===== config.mk =====
export PLATFORM = sky130hd
export DESIGN_NAME = fifo_wr_ctrl_flat
export DESIGN_NICKNAME = d
export VERILOG_FILES = /design/src/rtl/fifo_wr_ctrl_if.sv /design/src/rtl/fifo_wr_ctrl.sv /design/src/flat_wrapper.sv
export SDC_FILE = /design/constraint.sdc
export NUM_CORES = 1
export LEC_CHECK = 0
export CAP_MARGIN = 20
export CORE_MARGIN = 2
export CORE_UTILIZATION = 50
export CTS_BUF_LIST = sky130_fd_sc_hd__clkbuf_8
export CTS_CLUSTER_SIZE = 8
export DETAILED_ROUTE_END_ITERATION = 16
export HOLD_SLACK_MARGIN = 0.05
export PLACE_DENSITY = 0.85
export SLEW_MARGIN = 30
export SYNTH_ARGS = -nofsm -noshare
export SYNTH_HDL_FRONTEND = slang
export SYNTH_SLANG_ARGS = --single-unit
export TNS_END_PERCENT = 10

===== constraint.sdc =====
create_clock -name i_w_clk -period 4.5 [get_ports i_w_clk]
set_input_delay 0.9 -clock i_w_clk [delete_from_list [all_inputs] [get_ports i_w_clk]]
set_output_delay 0.9 -clock i_w_clk [all_outputs]
set_load 0.01 [all_outputs]

===== src/rtl/fifo_wr_ctrl_if.sv =====
// Write-side bus for the async FIFO write controller. It groups the write
// request, the Gray read pointer crossing from the read domain and the
// status/strobe outputs returned to the writer.
interface fifo_wr_ctrl_if #(
    parameter int ADDR_WIDTH = 5
);
    logic                  i_w_inc;
    logic [ADDR_WIDTH:0]   i_r_ptr_gray;
    logic [ADDR_WIDTH:0]   i_afull_thresh;
    logic                  i_ovf_clr;
    logic                  o_wr_en;
    logic [ADDR_WIDTH-1:0] o_wr_addr;
    logic [ADDR_WIDTH:0]   o_w_ptr_gray;
    logic                  o_w_full;
    logic                  o_w_afull;
    logic [ADDR_WIDTH:0]   o_w_level;
    logic                  o_ovf;

    modport master (
        output i_w_inc, i_r_ptr_gray, i_afull_thresh, i_ovf_clr,
        input  o_wr_en, o_wr_addr, o_w_ptr_gray, o_w_full, o_w_afull,
               o_w_level, o_ovf
    );

    modport slave (
        input  i_w_inc, i_r_ptr_gray, i_afull_thresh, i_ovf_clr,
        output o_wr_en, o_wr_addr, o_w_ptr_gray, o_w_full, o_w_afull,
               o_w_level, o_ovf
    );
endinterface


===== src/rtl/fifo_wr_ctrl.sv =====
// Write-domain controller of an asynchronous FIFO: binary/Gray write
// pointer, read-pointer synchronizer, full/almost-full/level status and a
// sticky overflow flag for writes attempted while full.
module fifo_wr_ctrl #(
    parameter int ADDR_WIDTH  = 5,
    parameter int SYNC_STAGES = 2
) (
    input  logic           i_w_clk,
    input  logic           i_rst_n,
    fifo_wr_ctrl_if.slave  bus
);
    localparam int PW = ADDR_WIDTH + 1;

    // Binary to reflected Gray code.
    function automatic logic [PW-1:0] bin2gray(input logic [PW-1:0] b);
        return (b >> 1) ^ b;
    endfunction

    // Reflected Gray code back to binary (prefix XOR from the MSB down).
    function automatic logic [PW-1:0] gray2bin(input logic [PW-1:0] g);
        logic [PW-1:0] b;
        b[PW-1] = g[PW-1];
        for (int i = PW - 2; i >= 0; i--) begin
            b[i] = b[i+1] ^ g[i];
        end
        return b;
    endfunction

    logic [PW-1:0] wbin_r;
    logic [PW-1:0] wgray_r;
    logic [PW-1:0] rq_sync_r [SYNC_STAGES];
    logic          ovf_r;

    logic [PW-1:0] wbin_nxt_s;
    logic [PW-1:0] wgray_nxt_s;
    logic          ovf_nxt_s;
    logic [PW-1:0] rq_s;
    logic [PW-1:0] rbin_s;
    logic [PW-1:0] level_s;
    logic          full_s;
    logic          afull_s;
    logic          wr_en_s;

    // Status derived from registers only: last sync stage vs. Gray write pointer.
    always_comb begin
        rq_s    = rq_sync_r[SYNC_STAGES-1];
        rbin_s  = gray2bin(rq_s);
        level_s = wbin_r - rbin_s;
        full_s  = (wgray_r == {~rq_s[PW-1:PW-2], rq_s[PW-3:0]});
        afull_s = (level_s >= bus.i_afull_thresh);
        // The strobe is gated by reset so nothing is written while it is held.
        wr_en_s = bus.i_w_inc & ~full_s & i_rst_n;
    end

    // Next pointer values and sticky overflow update (set beats clear).
    always_comb begin
        wbin_nxt_s  = wbin_r;
        wgray_nxt_s = wgray_r;
        ovf_nxt_s   = ovf_r;
        if (wr_en_s) begin
            wbin_nxt_s  = wbin_r + {{ADDR_WIDTH{1'b0}}, 1'b1};
            wgray_nxt_s = bin2gray(wbin_r + {{ADDR_WIDTH{1'b0}}, 1'b1});
        end else begin
            wbin_nxt_s  = wbin_r;
            wgray_nxt_s = wgray_r;
        end
        if (bus.i_w_inc && full_s) begin
            ovf_nxt_s = 1'b1;
        end else if (bus.i_ovf_clr) begin
            ovf_nxt_s = 1'b0;
        end else begin
            ovf_nxt_s = ovf_r;
        end
    end

    // Write pointers (binary and Gray move on the same edge) and overflow flag.
    always_ff @(posedge i_w_clk or negedge i_rst_n) begin
        if (!i_rst_n) begin
            wbin_r  <= {PW{1'b0}};
            wgray_r <= {PW{1'b0}};
            ovf_r   <= 1'b0;
        end else begin
            wbin_r  <= wbin_nxt_s;
            wgray_r <= wgray_nxt_s;
            ovf_r   <= ovf_nxt_s;
        end
    end

    // Plain flop chain bringing the Gray read pointer into the write domain.
    always_ff @(posedge i_w_clk or negedge i_rst_n) begin
        if (!i_rst_n) begin
            for (int i = 0; i < SYNC_STAGES; i++) begin
                rq_sync_r[i] <= {PW{1'b0}};
            end
        end else begin
            rq_sync_r[0] <= bus.i_r_ptr_gray;
            for (int i = 1; i < SYNC_STAGES; i++) begin
                rq_sync_r[i] <= rq_sync_r[i-1];
            end
        end
    end

    assign bus.o_wr_en      = wr_en_s;
    assign bus.o_wr_addr    = wbin_r[ADDR_WIDTH-1:0];
    assign bus.o_w_ptr_gray = wgray_r;
    assign bus.o_w_full     = full_s;
    assign bus.o_w_afull    = afull_s;
    assign bus.o_w_level    = level_s;
    assign bus.o_ovf        = ovf_r;

endmodule


===== src/flat_wrapper.sv =====
// flat-port wrapper written by rule: the top's interface ports become plain ports
module fifo_wr_ctrl_flat 
#(
    parameter int ADDR_WIDTH  = 5,
    parameter int SYNC_STAGES = 2
)
  (i_w_clk, i_rst_n, bus_i_w_inc, bus_i_r_ptr_gray, bus_i_afull_thresh, bus_i_ovf_clr, bus_o_wr_en, bus_o_wr_addr, bus_o_w_ptr_gray, bus_o_w_full, bus_o_w_afull, bus_o_w_level, bus_o_ovf);
  fifo_wr_ctrl_if #(.ADDR_WIDTH(ADDR_WIDTH)) bus_i ();
  input  logic i_w_clk;
  input  logic i_rst_n;
  input wire logic [$bits(bus_i.i_w_inc)-1:0] bus_i_w_inc;
  input wire logic [$bits(bus_i.i_r_ptr_gray)-1:0] bus_i_r_ptr_gray;
  input wire logic [$bits(bus_i.i_afull_thresh)-1:0] bus_i_afull_thresh;
  input wire logic [$bits(bus_i.i_ovf_clr)-1:0] bus_i_ovf_clr;
  output wire logic [$bits(bus_i.o_wr_en)-1:0] bus_o_wr_en;
  output wire logic [$bits(bus_i.o_wr_addr)-1:0] bus_o_wr_addr;
  output wire logic [$bits(bus_i.o_w_ptr_gray)-1:0] bus_o_w_ptr_gray;
  output wire logic [$bits(bus_i.o_w_full)-1:0] bus_o_w_full;
  output wire logic [$bits(bus_i.o_w_afull)-1:0] bus_o_w_afull;
  output wire logic [$bits(bus_i.o_w_level)-1:0] bus_o_w_level;
  output wire logic [$bits(bus_i.o_ovf)-1:0] bus_o_ovf;
  assign bus_i.i_w_inc = bus_i_w_inc;
  assign bus_i.i_r_ptr_gray = bus_i_r_ptr_gray;
  assign bus_i.i_afull_thresh = bus_i_afull_thresh;
  assign bus_i.i_ovf_clr = bus_i_ovf_clr;
  assign bus_o_wr_en = bus_i.o_wr_en;
  assign bus_o_wr_addr = bus_i.o_wr_addr;
  assign bus_o_w_ptr_gray = bus_i.o_w_ptr_gray;
  assign bus_o_w_full = bus_i.o_w_full;
  assign bus_o_w_afull = bus_i.o_w_afull;
  assign bus_o_w_level = bus_i.o_w_level;
  assign bus_o_ovf = bus_i.o_ovf;
  fifo_wr_ctrl #(.ADDR_WIDTH(ADDR_WIDTH), .SYNC_STAGES(SYNC_STAGES)) u_core (.i_w_clk(i_w_clk), .i_rst_n(i_rst_n), .bus(bus_i));
endmodule

After elaboration in Yosys (flattened, before gate mapping) --
Index checks and enable logic that the tools add are counted.
Storage, ports and cells: register bits after elaboration 25, bits of input ports 16, output and inout port bits 21, logic and storage cells 23
Operators by class: add/subtract/negate cells 2, $lt $le $gt $ge 1, equal/unequal tests 1, multiplexer cells 2, bitwise gates (word level) 10, reduce and logical (&&, ||, !) cells 2
Operators with widths (count):
- 6-bit by 1-bit adder with 6-bit output (second input constant) | 1
- 6-bit == test | 1
- 6-bit >= comparator | 1
- 6-bit subtractor | 1
- 5-bit by 6-bit bitwise XOR with 6-bit output | 1
- 1-bit bitwise XOR | 5
- 1-bit bitwise AND | 2
- 1-bit two-way mux | 2
- 2-bit inverter | 1
- 2-bit nonzero test | 1
- 1-bit logical AND | 1
- 1-bit inverter | 1

Logic depth before layout (Yosys ltp) --
depth in word-level cells 7, mapped depth 14, gate-level depth less buffers 14

Worst setup path after synthesis --
Ideal clock, no wire load.
kind register to output, start point register u_core.rq_sync_r (netlist bit u_core.rq_s[5]), end point output bus_o_w_afull, arrival time 3.053 ns, required time 3.600 ns, setup slack 0.547 ns, stages on the path, launching flop included 15, buffers on the path 0, path through dfrtp_1 xnor2_2 xor2_2 xor2_2 xor2_2 xnor2_1 ha_1 nor2b_1 o21ai_0 a21boi_0 nor4_1 a311o_1 ha_1 nand2_1 o21ai_0
On the way: word-level cells in the longest chain between the ends 7
Ends and longest elaborated chain:
- start, declared | line fifo_wr_ctrl.sv:31 | logic [PW-1:0] rq_sync_r [SYNC_STAGES];
- start signal, assigned by index | line fifo_wr_ctrl.sv:93 | rq_sync_r[i] <= {PW{1'b0}};
- start signal, assigned by index | line fifo_wr_ctrl.sv:98 | rq_sync_r[i] <= rq_sync_r[i-1];
- 1-bit bitwise XOR (5 in series) | line fifo_wr_ctrl.sv:24 | b[i] = b[i+1] ^ g[i];
- 6-bit subtractor (*) | line fifo_wr_ctrl.sv:48 | level_s = wbin_r - rbin_s;
- named net bus_o_w_level[5] | line flat_wrapper.sv:20 | output wire logic [$bits(bus_i.o_w_level)-1:0] bus_o_w_level;
- 6-bit >= comparator (*) | line fifo_wr_ctrl.sv:50 | afull_s = (level_s >= bus.i_afull_thresh);
- end, declared | line flat_wrapper.sv:19 | output wire logic [$bits(bus_i.o_w_afull)-1:0] bus_o_w_afull;
The timed path passes the listed nets; every way through them passes the cells marked *.

Worst setup path in the final report --
start point register u_core.rq_sync_r (netlist bit u_core.rq_s[5]), end point output bus_o_w_afull
On the way: word-level cells in the longest chain between the ends 7
Ends and longest elaborated chain (line):
- 1-bit bitwise XOR (5 in series) | fifo_wr_ctrl.sv:24
- 6-bit subtractor (*) | fifo_wr_ctrl.sv:48
- 6-bit >= comparator (*) | fifo_wr_ctrl.sv:50
Mark *: on every way between the ends. The rest lies on a longest branch, timed or not.

==> impl_results.md <==
- Global-route wire length before repair: 5030 um
- Synth Register Bits: 24
- TritonCTS buffer count: 3
- Final setup margin: 0.185 ns
- Die H: 56.8 um
- Crit path largest cell delay: 0.52 ns
- Total negative slack: 0 ns
- Critical Path, Cell by Cell: xnor2_2, xor2_2, xor2_2, xor2_2, xnor2_1, ha_2, fa_2, inv_1, ha_1, a21o_1, a21o_1, a21oi_2, o21ai_1, clkbuf_2
- Multi-input gate area: 736 sq um
- Post-Syn Area: 1400 sq um
- Root buffer cell: clkbuf_8
- Status: completed
- Worst EP arrival: 3.41 ns
- DRC: 0
- Slew Limit Fails: 0
- Clock tree sinks: 24
- Synth Warn #: 0
- Crit path kind: flop to output pin
- Maximum clock rate: 232 MHz
- Share of layout cells above drive strength 1: 0.170
- Crit path max-delay cell type: fa_2
- Die area: 3230 sq um
- Pre-CTS WS: -0.0680 ns
- Syn Inst Count: 128
- Final Critical Period: 4.31 ns
- Top cells by count, synth: dfrtp_1 (24), xnor2_1 (15), inv_1 (14)
- Via/cell ratio: 5.34
- Sequential Area: 601 sq um
- H-tree depth: 1
- Final Cycle Share: 0.959
- Crit-path most repeated cell: xor2_2
- Layout Nets: 206
- Filler cell count: 206
- CP endpoint kind: output pin
- Max-cap viol count: 0
- Final setup fails: 0
- Most common cell in the netlist: dfrtp_1
- Initial Util: 0.515
- Yosys cell types: 30
- Worst Hold Class: flop to flop
- Vias in the first global route: 1188
- EDFF count, synth: 0
- Reg clk slew, reported paths: 0.08 ns
- Worst-path fanout max: 3
- Sequential-to-total area share from yosys stat: 0.430
- Port bufs: 36
- Largest net degree at the start of global routing: 26
- Required time of the worst setup path: 3.60 ns
- Io pins: 37
- Placeable Area: 2710 sq um
- Max Root-Sink Buffers: 2
- Power per cell area: 723 nW/um^2
- Antenna viol nets, final: 0
- Top cell type's share of synthesized area: 0.430
- Die Wd: 56.8 um
- Grt ovf: 0
- Max-slew headroom: 0.603
- Peak supply drop: 0.000527 V
- Leak Pwr: 0.873 nW
- Clock latency at the later pin of the worst-skew pair: 0.26 ns
- Clock Skew: 0.00173 ns
- Ant diodes: 0
- Via count: 1105
- Power consumption: 1.39 mW
- CTS tree: built
- WL final: 3080 um
- Largest area contributor in the netlist: dfrtp_1
- FP Rows: 19
- Fin. Hold Viols: 0
- Pre-antenna DRT Iters: 4
- Initial antenna violation count: 0
- Global placement routability congestion: 0.821
- Overall Global Routing Usage: 0.202
- Mean post-synth cell area: 10.9 sq um
- Setup crit start kind: flop
- DR WL/cell: 14.9 um
- Area contributors post-synth: dfrtp_1 (43%), ha_1 (11%), xnor2_1 (9.4%), inv_1 (3.8%), xor2_1 (3.8%)
- Synth Flop Type: dfrtp_1
- Area grow syn2layout: 37.7%
- Synthesized net count: 157
- Post-DP HPWL: 2210 um
- Tightest Pin Transition: 0.594 ns
- Iteration-0 DRC Markers: 28
- Async SR Flop Fraction: 1.00
## path summary, 6_finish.rpt
kind / startpoint / to / slack [ns] / depth (start not counted)
worst min-delay path: u_core.rq_sync_r[7]$_DFF_PN0_ / u_core.rq_s[1]$_DFF_PN0_ / 0.35 / 0
min in group asynchronous: i_rst_n / u_core.bus.o_w_ptr_gray[5]$_DFFE_PN0P_ / 0.99 / 2
worst max register to register: u_core.wbin_r[1]$_DFFE_PN0P_ / u_core.bus.o_w_ptr_gray[4]$_DFFE_PN0P_ / 2.61 / 6
max in group asynchronous: i_rst_n / u_core.wbin_r[3]$_DFFE_PN0P_ / 3.28 / 2
worst max-delay path: u_core.rq_s[5]$_DFF_PN0_ / bus_o_w_afull / 0.19 / 14
worst min register to register: u_core.rq_sync_r[7]$_DFF_PN0_ / u_core.rq_s[1]$_DFF_PN0_ / 0.35 / 0
## cell type report
type                       count  share of cell area
clock buffer                   4              0.0287
inverter                      14              0.0274
multi-input combinational     87               0.383
sequential                    24               0.313
tap                           31              0.0202
timing repair buffer          47               0.228
## layer usage
metal,GRT usage,up-vias,share of wire
met1,0.232,521,0.41
met3,0.0415,17,0.058
met2,0.352,50,0.49
met4,0.103,0,0.048
li1,-,517,-
met5,0,-,0
## cell usage in the layout (no fill, tap or decap), drive strengths merged, types with 3 or more instances in the layout
master         instances
a21oi                  6
and3                   3
buf                   11
clkbuf                 5
clkdlybuf4s50         35
dfrtp                 24
ha                    12
inv                   14
mux2                   4
nand2                  9
nor2                   3
o21ai                  7
xnor2                 16
xor2                   9
## cells by family after synthesis
kind of cell,after synthesis,share of synthesized area
AO/OA/AOI/OAI,22,0.0986
XOR/XNOR,25,0.178
adder cells (fa/ha/maj),13,0.122
buffers and inverters,17,0.0511
flip-flops,24,0.430
multiplexers,4,0.0323
AND/OR/NAND/NOR,23,0.0870
## registers in the layout (all words and copies together), names as in the netlist
register	flops
u_core.rq_s	6
u_core.rq_sync_r	6
u_core.wbin_r	5
u_core.bus.o_ovf	1
u_core.bus.o_w_ptr_gray	6
## power breakdown
part           switching, mW  internal (mW)  leakage (nW)  total [mW]
logic                  0.400          0.493         0.556       0.893
clock network         0.0644         0.0781        0.0288       0.143
registers             0.0863          0.268         0.289       0.354
## critical path: cells and delay by family, from the launching register on
family                     cells  cell delay (ns)
AOI/OAI and AO/OA              4             0.55
xor gates and xnor gates       5             1.03
adders and majority gates      3             0.98
buffers and inverters          2             0.18
DFF                            1             0.41
## repair_timing
| action | 4_1_cts | 5_1_grt |
|---|---|---|
| hold buffers | 0 | 0 |
| pin swaps | 6 | 7 |
| endpoints found under the setup margin | 1 | 3 |
| buffers inserted | 4 | 5 |
| gates resized for setup | 2 | 9 |
## per-stage QoR
stage	utilization	cell area, sq um	std cells	hold WS [ns]
after floorplan	-	1400	128	0.331
after global placement	0.661	1790	194	0.333
after detailed placement	0.661	1790	194	0.336
after CTS	0.692	1870	202	0.355
after global routing	0.709	1920	207	0.362
final	0.709	1920	207	0.352
Power figures use the tool's default switching activity.
